`src/rtl/mouse_init_sequencer_pkg.sv`:
```
// Shared constants, state encoding and ROM entry type for the PS/2 mouse
// initialisation sequencer.
package mouse_init_sequencer_pkg;

    localparam logic [7:0] CMD_RESET    = 8'hFF;
    localparam logic [7:0] CMD_ENABLE   = 8'hF4;
    localparam logic [7:0] CMD_SET_RATE = 8'hF3;
    localparam logic [7:0] CMD_GET_ID   = 8'hF2;

    localparam logic [7:0] RSP_ACK      = 8'hFA;
    localparam logic [7:0] RSP_RESEND   = 8'hFE;
    localparam logic [7:0] RSP_BAT_OK   = 8'hAA;
    localparam logic [7:0] RSP_ERR      = 8'hFC;
    localparam logic [7:0] ID_WHEEL     = 8'h03;

    typedef enum logic [2:0] {
        ST_IDLE,
        ST_SEND,
        ST_WAIT_TX,
        ST_WAIT_ACK,
        ST_WAIT_BAT,
        ST_WAIT_ID,
        ST_STREAM,
        ST_FAIL
    } state_t;

    typedef struct packed {
        logic [7:0] cmd;
        logic       expect_id;
        logic       last;
    } rom_entry_t;

    function automatic logic is_wait(state_t s);
        return (s == ST_WAIT_TX) || (s == ST_WAIT_ACK) ||
               (s == ST_WAIT_BAT) || (s == ST_WAIT_ID);
    endfunction

endpackage

```
`src/rtl/mouse_init_sequencer_cmd_rom.sv`:
```
// Step index to command byte lookup. Contents depend on MOUSE_SEQ_WHEEL_EN:
// defined adds the wheel-unlock rate sequence and GET_ID before enabling.
import mouse_init_sequencer_pkg::*;

module mouse_cmd_rom (
    input  logic [3:0] step,
    output rom_entry_t entry
);

    // Pure lookup; out-of-range steps fall back to the enable command
    always_comb begin
        entry = '{cmd: CMD_ENABLE, expect_id: 1'b0, last: 1'b1};
`ifdef MOUSE_SEQ_WHEEL_EN
        unique case (step)
            4'd0: entry = '{CMD_RESET,    1'b0, 1'b0};
            4'd1: entry = '{CMD_SET_RATE, 1'b0, 1'b0};
            4'd2: entry = '{8'hC8,        1'b0, 1'b0};
            4'd3: entry = '{CMD_SET_RATE, 1'b0, 1'b0};
            4'd4: entry = '{8'h64,        1'b0, 1'b0};
            4'd5: entry = '{CMD_SET_RATE, 1'b0, 1'b0};
            4'd6: entry = '{8'h50,        1'b0, 1'b0};
            4'd7: entry = '{CMD_GET_ID,   1'b1, 1'b0};
            default: entry = '{CMD_ENABLE, 1'b0, 1'b1};
        endcase
`else
        if (step == 4'd0) begin
            entry = '{CMD_RESET, 1'b0, 1'b0};
        end
`endif
    end

endmodule

```
`src/rtl/mouse_init_sequencer.sv`:
```
// PS/2 mouse power-up sequencer: sends commands, checks replies, retries,
// then enables stream mode. Wheel detection enabled by MOUSE_SEQ_WHEEL_EN.
import mouse_init_sequencer_pkg::*;

module mouse_init_sequencer #(
    parameter int RESP_TIMEOUT = 2_500_000,
    parameter int BAT_TIMEOUT  = 40_000_000,
    parameter int MAX_RETRY    = 3
) (
    input  logic       clk,
    input  logic       rst,
    input  logic       start,
    output logic [7:0] tx_data,
    output logic       wr_ps2,
    input  logic       tx_done_tick,
    input  logic [7:0] rx_data,
    input  logic       rx_done_tick,
    output logic       busy,
    output logic       stream_en,
    output logic       error,
    output logic       wheel_present,
    output logic [3:0] step
);

    localparam int TMAX = (BAT_TIMEOUT > RESP_TIMEOUT) ?
                          BAT_TIMEOUT : RESP_TIMEOUT;
    localparam int TW = $clog2(TMAX + 1);
    localparam int RW = $clog2(MAX_RETRY + 2);

    state_t        state, state_nxt;
    logic [3:0]    step_q, step_nxt;
    logic [RW-1:0] retry_q, retry_nxt;
    logic [TW-1:0] timer_q, timer_load;
    logic          wheel_q, wheel_nxt;
    logic          expired;
    logic          advance, retry_req;
    rom_entry_t    rom;

    mouse_cmd_rom u_rom (
        .step  (step_q),
        .entry (rom)
    );

    assign expired = (timer_q == '0);

    // State, step/retry bookkeeping and the shared response timer
    always_ff @(posedge clk) begin
        if (rst) begin
            state   <= ST_IDLE;
            step_q  <= '0;
            retry_q <= '0;
            timer_q <= '0;
            wheel_q <= 1'b0;
        end else begin
            state   <= state_nxt;
            step_q  <= step_nxt;
            retry_q <= retry_nxt;
            wheel_q <= wheel_nxt;
            if (state_nxt != state) begin
                timer_q <= timer_load;
            end else if (!expired) begin
                timer_q <= timer_q - 1'b1;
            end
        end
    end

    // Next-state: command progress, response checks and retry policy
    always_comb begin
        state_nxt = state;
        step_nxt  = step_q;
        retry_nxt = retry_q;
        wheel_nxt = wheel_q;
        advance   = 1'b0;
        retry_req = 1'b0;
        unique case (state)
            ST_IDLE, ST_STREAM, ST_FAIL: begin
                if (start) begin
                    state_nxt = ST_SEND;
                    step_nxt  = '0;
                    retry_nxt = '0;
                    wheel_nxt = 1'b0;
                end
            end
            ST_SEND: state_nxt = ST_WAIT_TX;
            ST_WAIT_TX: begin
                if (tx_done_tick) begin
                    state_nxt = ST_WAIT_ACK;
                end else if (expired) begin
                    retry_req = 1'b1;
                end
            end
            ST_WAIT_ACK: begin
                if (rx_done_tick) begin
                    if (rx_data != RSP_ACK) begin
                        retry_req = 1'b1;
                    end else if (step_q == 4'd0) begin
                        state_nxt = ST_WAIT_BAT;
                    end else if (rom.expect_id) begin
                        state_nxt = ST_WAIT_ID;
                    end else if (rom.last) begin
                        state_nxt = ST_STREAM;
                    end else begin
                        advance = 1'b1;
                    end
                end else if (expired) begin
                    retry_req = 1'b1;
                end
            end
            ST_WAIT_BAT: begin
                if (rx_done_tick) begin
                    if (rx_data == RSP_BAT_OK) begin
                        state_nxt = ST_WAIT_ID;
                    end else begin
                        retry_req = 1'b1;
                    end
                end else if (expired) begin
                    retry_req = 1'b1;
                end
            end
            ST_WAIT_ID: begin
                if (rx_done_tick) begin
`ifdef MOUSE_SEQ_WHEEL_EN
                    if (rom.expect_id) begin
                        wheel_nxt = (rx_data == ID_WHEEL);
                    end
`endif
                    if (rom.last) begin
                        state_nxt = ST_STREAM;
                    end else begin
                        advance = 1'b1;
                    end
                end else if (expired) begin
                    retry_req = 1'b1;
                end
            end
            default: state_nxt = ST_IDLE;
        endcase
        if (advance) begin
            step_nxt  = step_q + 4'd1;
            retry_nxt = '0;
            state_nxt = ST_SEND;
        end
        if (retry_req) begin
            if (retry_q == RW'(MAX_RETRY)) begin
                state_nxt = ST_FAIL;
            end else begin
                retry_nxt = retry_q + 1'b1;
                state_nxt = ST_SEND;
            end
        end
        timer_load = (state_nxt == ST_WAIT_BAT) ?
                     TW'(BAT_TIMEOUT - 1) : TW'(RESP_TIMEOUT - 1);
    end

    // Outputs decoded from state; tx_data only driven alongside wr_ps2
    always_comb begin
        wr_ps2        = (state == ST_SEND);
        tx_data       = wr_ps2 ? rom.cmd : 8'h00;
        busy          = (state == ST_SEND) || is_wait(state);
        stream_en     = (state == ST_STREAM);
        error         = (state == ST_FAIL);
        wheel_present = wheel_q;
        step          = step_q;
    end

endmodule

```
`config.mk`:
```
export PLATFORM = sky130hd
export DESIGN_NAME = mouse_init_sequencer
export DESIGN_NICKNAME = d
export VERILOG_FILES = /design/src/rtl/mouse_init_sequencer_pkg.sv /design/src/rtl/mouse_init_sequencer_cmd_rom.sv /design/src/rtl/mouse_init_sequencer.sv
export SDC_FILE = /design/constraint.sdc
export NUM_CORES = 1
export LEC_CHECK = 0
export BUFFER_PORTS_ARGS = -buffer_cell sky130_fd_sc_hd__buf_2
export CAP_MARGIN = 10
export CORE_MARGIN = 2
export CORE_UTILIZATION = 51
export DETAILED_ROUTE_END_ITERATION = 10
export PLACE_DENSITY_LB_ADDON = 0.15
export REMOVE_ABC_BUFFERS = 1
export SYNTH_ARGS = -nofsm -noshare
export SYNTH_HDL_FRONTEND = slang
export SYNTH_SLANG_ARGS = --single-unit
```
`constraint.sdc`:
```
create_clock -name clk -period 2.2 [get_ports clk]
set_input_delay 0.11 -clock clk [delete_from_list [all_inputs] [get_ports clk]]
set_output_delay 0.11 -clock clk [all_outputs]
set_load 0.01 [all_outputs]
```
==> flow_summary.json <==
{
  "fin_crit_sh_pct": 105,
  "synth_largest_area_cell": "dfxtp_1",
  "clock-sinks": 36,
  "crit_path_start": "timer_q[18]",
  "r2r_slack_ns": -0.11,
  "finalClockSkew_ns": 0.00598,
  "power_density_nw_per_um2": 615,
  "hp-class": "in2reg",
  "fmax_mhz": 432,
  "synthXorXnorAreaFrac_pct": 10.1,
  "yosysWarnings": 0,
  "initial_core_util_pct": 53.6,
  "met1Wirelength_um": 2490,
  "relSlewSlack_pct": 65.1,
  "tightestPinTransition_ns": 0.517,
  "post_drt_wl_per_cell_um": 14.1,
  "avgSynthCellArea_sq_um": 8.41,
  "synth_top_family_by_area": "simple AND/OR/NAND/NOR gates",
  "final_cell_mix": "41 x buf_4, 32 x dfxtp_1, 28 x buf_2",
  "routed_wirelength_um": 5230,
  "power_frac_seq_pct": 42.8,
  "synth_compound_area_share_pct": 14.2,
  "path_class": "reg2reg",
  "synth_area_leaders": "dfxtp_1 33%, xor2_1 6.9%, nor2_1 4.7%",
  "cpMaxStageDelayCell": "or4_4",
  "synth_top_cell_area_share_pct": 33.4,
  "drc": 0,
  "grt_max_degree": 20,
  "multi_input_area_sq_um": 1440,
  "clockBufferDepth": 2,
  "p_leak_uw": 0.00118,
  "synth_area_sq_um": 2160,
  "grtUsageTotal_pct": 23.0,
  "drt_pass1_iterations": 4,
  "pre_cts_ws_ns": -0.180,
  "rows": 23,
  "final_common_cell": "buf_4",
  "io_pins": 30,
  "clkPwrFrac_pct": 27.6,
  "period_minus_slack_ns": 2.31,
  "drv_slew": 0,
  "antenna_found_initial": 0,
  "seq_area_frac_synth_pct": 33.4,
  "rsz0062_at_grt": "yes",
  "grt_pass1_vias": 2012,
  "cp_common_cell": "or4_4",
  "clkLatencyLatePin_ns": 0.29,
  "pwr-share-comb_pct": 29.5,
  "setup_slack_ns": -0.113,
  "vias_per_cell": 5.55,
  "die_h_um": 69.1,
  "numCtsBuffers": 5,
  "crit_path_end_kind": "flip-flop",
  "switchingPower_uw": 543,
  "area_delta_synth_final_pct": 31.0,
  "htree_levels": 2,
  "netlist_instances": 257,
  "layout.cells.non_filler": 370,
  "die_w_um": 69.1,
  "gp_congestion": 0.871,
  "worstSetupStartpointType": "flip-flop",
  "intPower_uw": 1200,
  "status": "finished, violations left",
  "antenna-diode-count": 0,
  "die-area_sq_um": 4770,
  "crit_family": "simple AND/OR/NAND/NOR gates",
  "ant_nets": 0,
  "maxCapViolations": 0,
  "synthFlopType": "dfxtp_1",
  "cp.arrival_ns": 2.48,
  "place_inst": 361,
  "r2r_cells": 7,
  "nFillCells": 340,
  "wl_met3_um": 171,
  "wl_met2_um": 2540,
  "critPathMaxFanout": 6,
  "cts-root-buf": "clkbuf_8",
  "synth_mux_area_share_pct": 1.45,
  "worstReg2RegStart": "timer_q[18]",
  "core-area_sq_um": 4030,
  "clk_pin_slew_ns": 0.07,
  "violations": "negative setup slack",
  "crit_buf_inv": 1,
  "critPathMaxStageDelay_ns": 0.53,
  "grt_pass1_wl_um": 9070,
  "synth.distinct_cells": 58,
  "seq_area_sq_um": 728,
  "synth_edf_count": 0,
  "cp.required_ns": 2.36,
  "hpwlAfterDp_um": 3850,
  "async_reset_ff_share_pct": 0,
  "dr.first_iter.drc_count": 131,
  "switching_share_pct": 31.2,
  "r2r_end": "timer_q[3]",
  "final_layout_size_suffix_gt1_share_pct": 36.3,
  "yosys.area_share.simple_pct": 31.4,
  "ir_worst_vdd_uv": 490,
  "portBuffers": 28,
  "setup_viol": 8,
  "synth-seq-cells": 36,
  "hold_viol": 0,
  "cts_tree": "built",
  "crit_cells": 7,
  "critPathCapture": "timer_q[3]",
  "synth_fa_ha_area_share_pct": 2.90,
  "cp_cell_sequence": "or4_4 > or4_4 > nor4_4 > buf_4 > or3_4 > xor2_1 > a21oi_1",
  "finalNetCount": 337,
  "gr-total-overflow": 0,
  "dr.max_layer_used": "met4",
  "vias": 2053
}
==> synthesized netlist by cell type (all sizes together), types with 3 or more instances <==
cell type	n
o21ai	14
dfxtp	36
nand2b	3
xor2	17
or3b	3
xnor2	8
or3	5
nand2	14
or4	3
nor3	11
inv	9
o31ai	3
ha	5
a21oi	16
nand3b	4
or2	4
buf	10
nand3	11
nor4	13
nor2	27
clkbuf	6
nor4b	4
==> worst min-delay path by stage <==
| stage | from | to | slack (ns) | cells past startpoint |
|---|---|---|---|---|
| floorplan | rst | retry_q[1] | 0.18 | 1 |
| global placement | retry_q[1] | retry_q[1] | 0.47 | 2 |
| detailed placement | retry_q[1] | retry_q[1] | 0.47 | 2 |
| CTS | rst | retry_q[0] | 0.19 | 2 |
| global route | rst | step[0] | 0.22 | 2 |
| finish | rst | state[1] | 0.20 | 2 |
==> repair_timing <==
action                                  4_1_cts  5_1_grt
pin swaps                                     3        5
endpoints found under the setup margin       27       29
hold buffers                                  0        0
gates resized for setup                      15       20
setup buffers                                 1        0
==> power groups by stage <==
stage | sequential, uW | clock, uW | combinational [uW]
after global routing | 751 | 522 | 568
after CTS | 741 | 496 | 483
after global placement | 752 | 0 | 450
final | 745 | 481 | 514
after floorplan | 754 | 0 | 266
after detailed placement | 753 | 0 | 458
==> metrics by stage <==
stage                     area, sq um  hold slack, ns  util (%)  setup TNS [ns]  power (uW)
after floorplan                  2060           0.179         -          -18.51        1020
after global placement           2580           0.467      64.1           -2.34        1200
after detailed placement         2580           0.469      64.1           -2.61        1210
after CTS                        2750           0.191      68.1          -0.579        1720
after global routing             2830           0.222      70.2           -2.15        1840
final                            2830           0.198      70.2          -0.566        1740
==> final cells by class <==
| cell class | instances | area share [%] |
|---|---|---|
| clock buffer | 6 | 2.92 |
| clock inverter | 2 | 0.354 |
| inverter | 9 | 1.19 |
| multi-input combinational | 196 | 51.0 |
| sequential | 36 | 25.7 |
| tap | 50 | 2.21 |
| timing repair buffer | 71 | 16.6 |
==> state kept, by name, indices dropped and copies added, names as in the netlist <==
signal / flops
timer_q: 26
step: 4
retry_q: 3
state: 3
==> worst reg2reg max path: cells and delay by family, from the launching register on <==
| kind | cells | cell delay, ns |
|---|---|---|
| simple gates | 4 | 1.45 |
| xor+xnor | 1 | 0.13 |
| buf+inv | 1 | 0.22 |
| compound gates | 1 | 0.07 |
| flops | 1 | 0.32 |
==> kinds of logic (layout without fill, tap and decap cells) <==
| family | after synthesis | after routing |
|---|---|---|
| and+or+nand+nor | 115 | 115 |
| AOI/OAI and AO/OA | 47 | 47 |
| DFF | 36 | 36 |
| xor gates and xnor gates | 25 | 25 |
| buffers and inverters | 25 | 88 |
| adders and majority gates | 5 | 5 |
| muxes | 3 | 3 |
| other | 1 | 1 |
==> layer usage <==
| metal | up-vias | track usage (%) |
|---|---|---|
| met5 | - | 0 |
| met4 | 0 | 5.88 |
| met3 | 4 | 4.68 |
| met2 | 38 | 38.8 |
| met1 | 975 | 30.0 |
| li1 | 1036 | - |
Note: power is estimated with default switching activity, not from simulation.
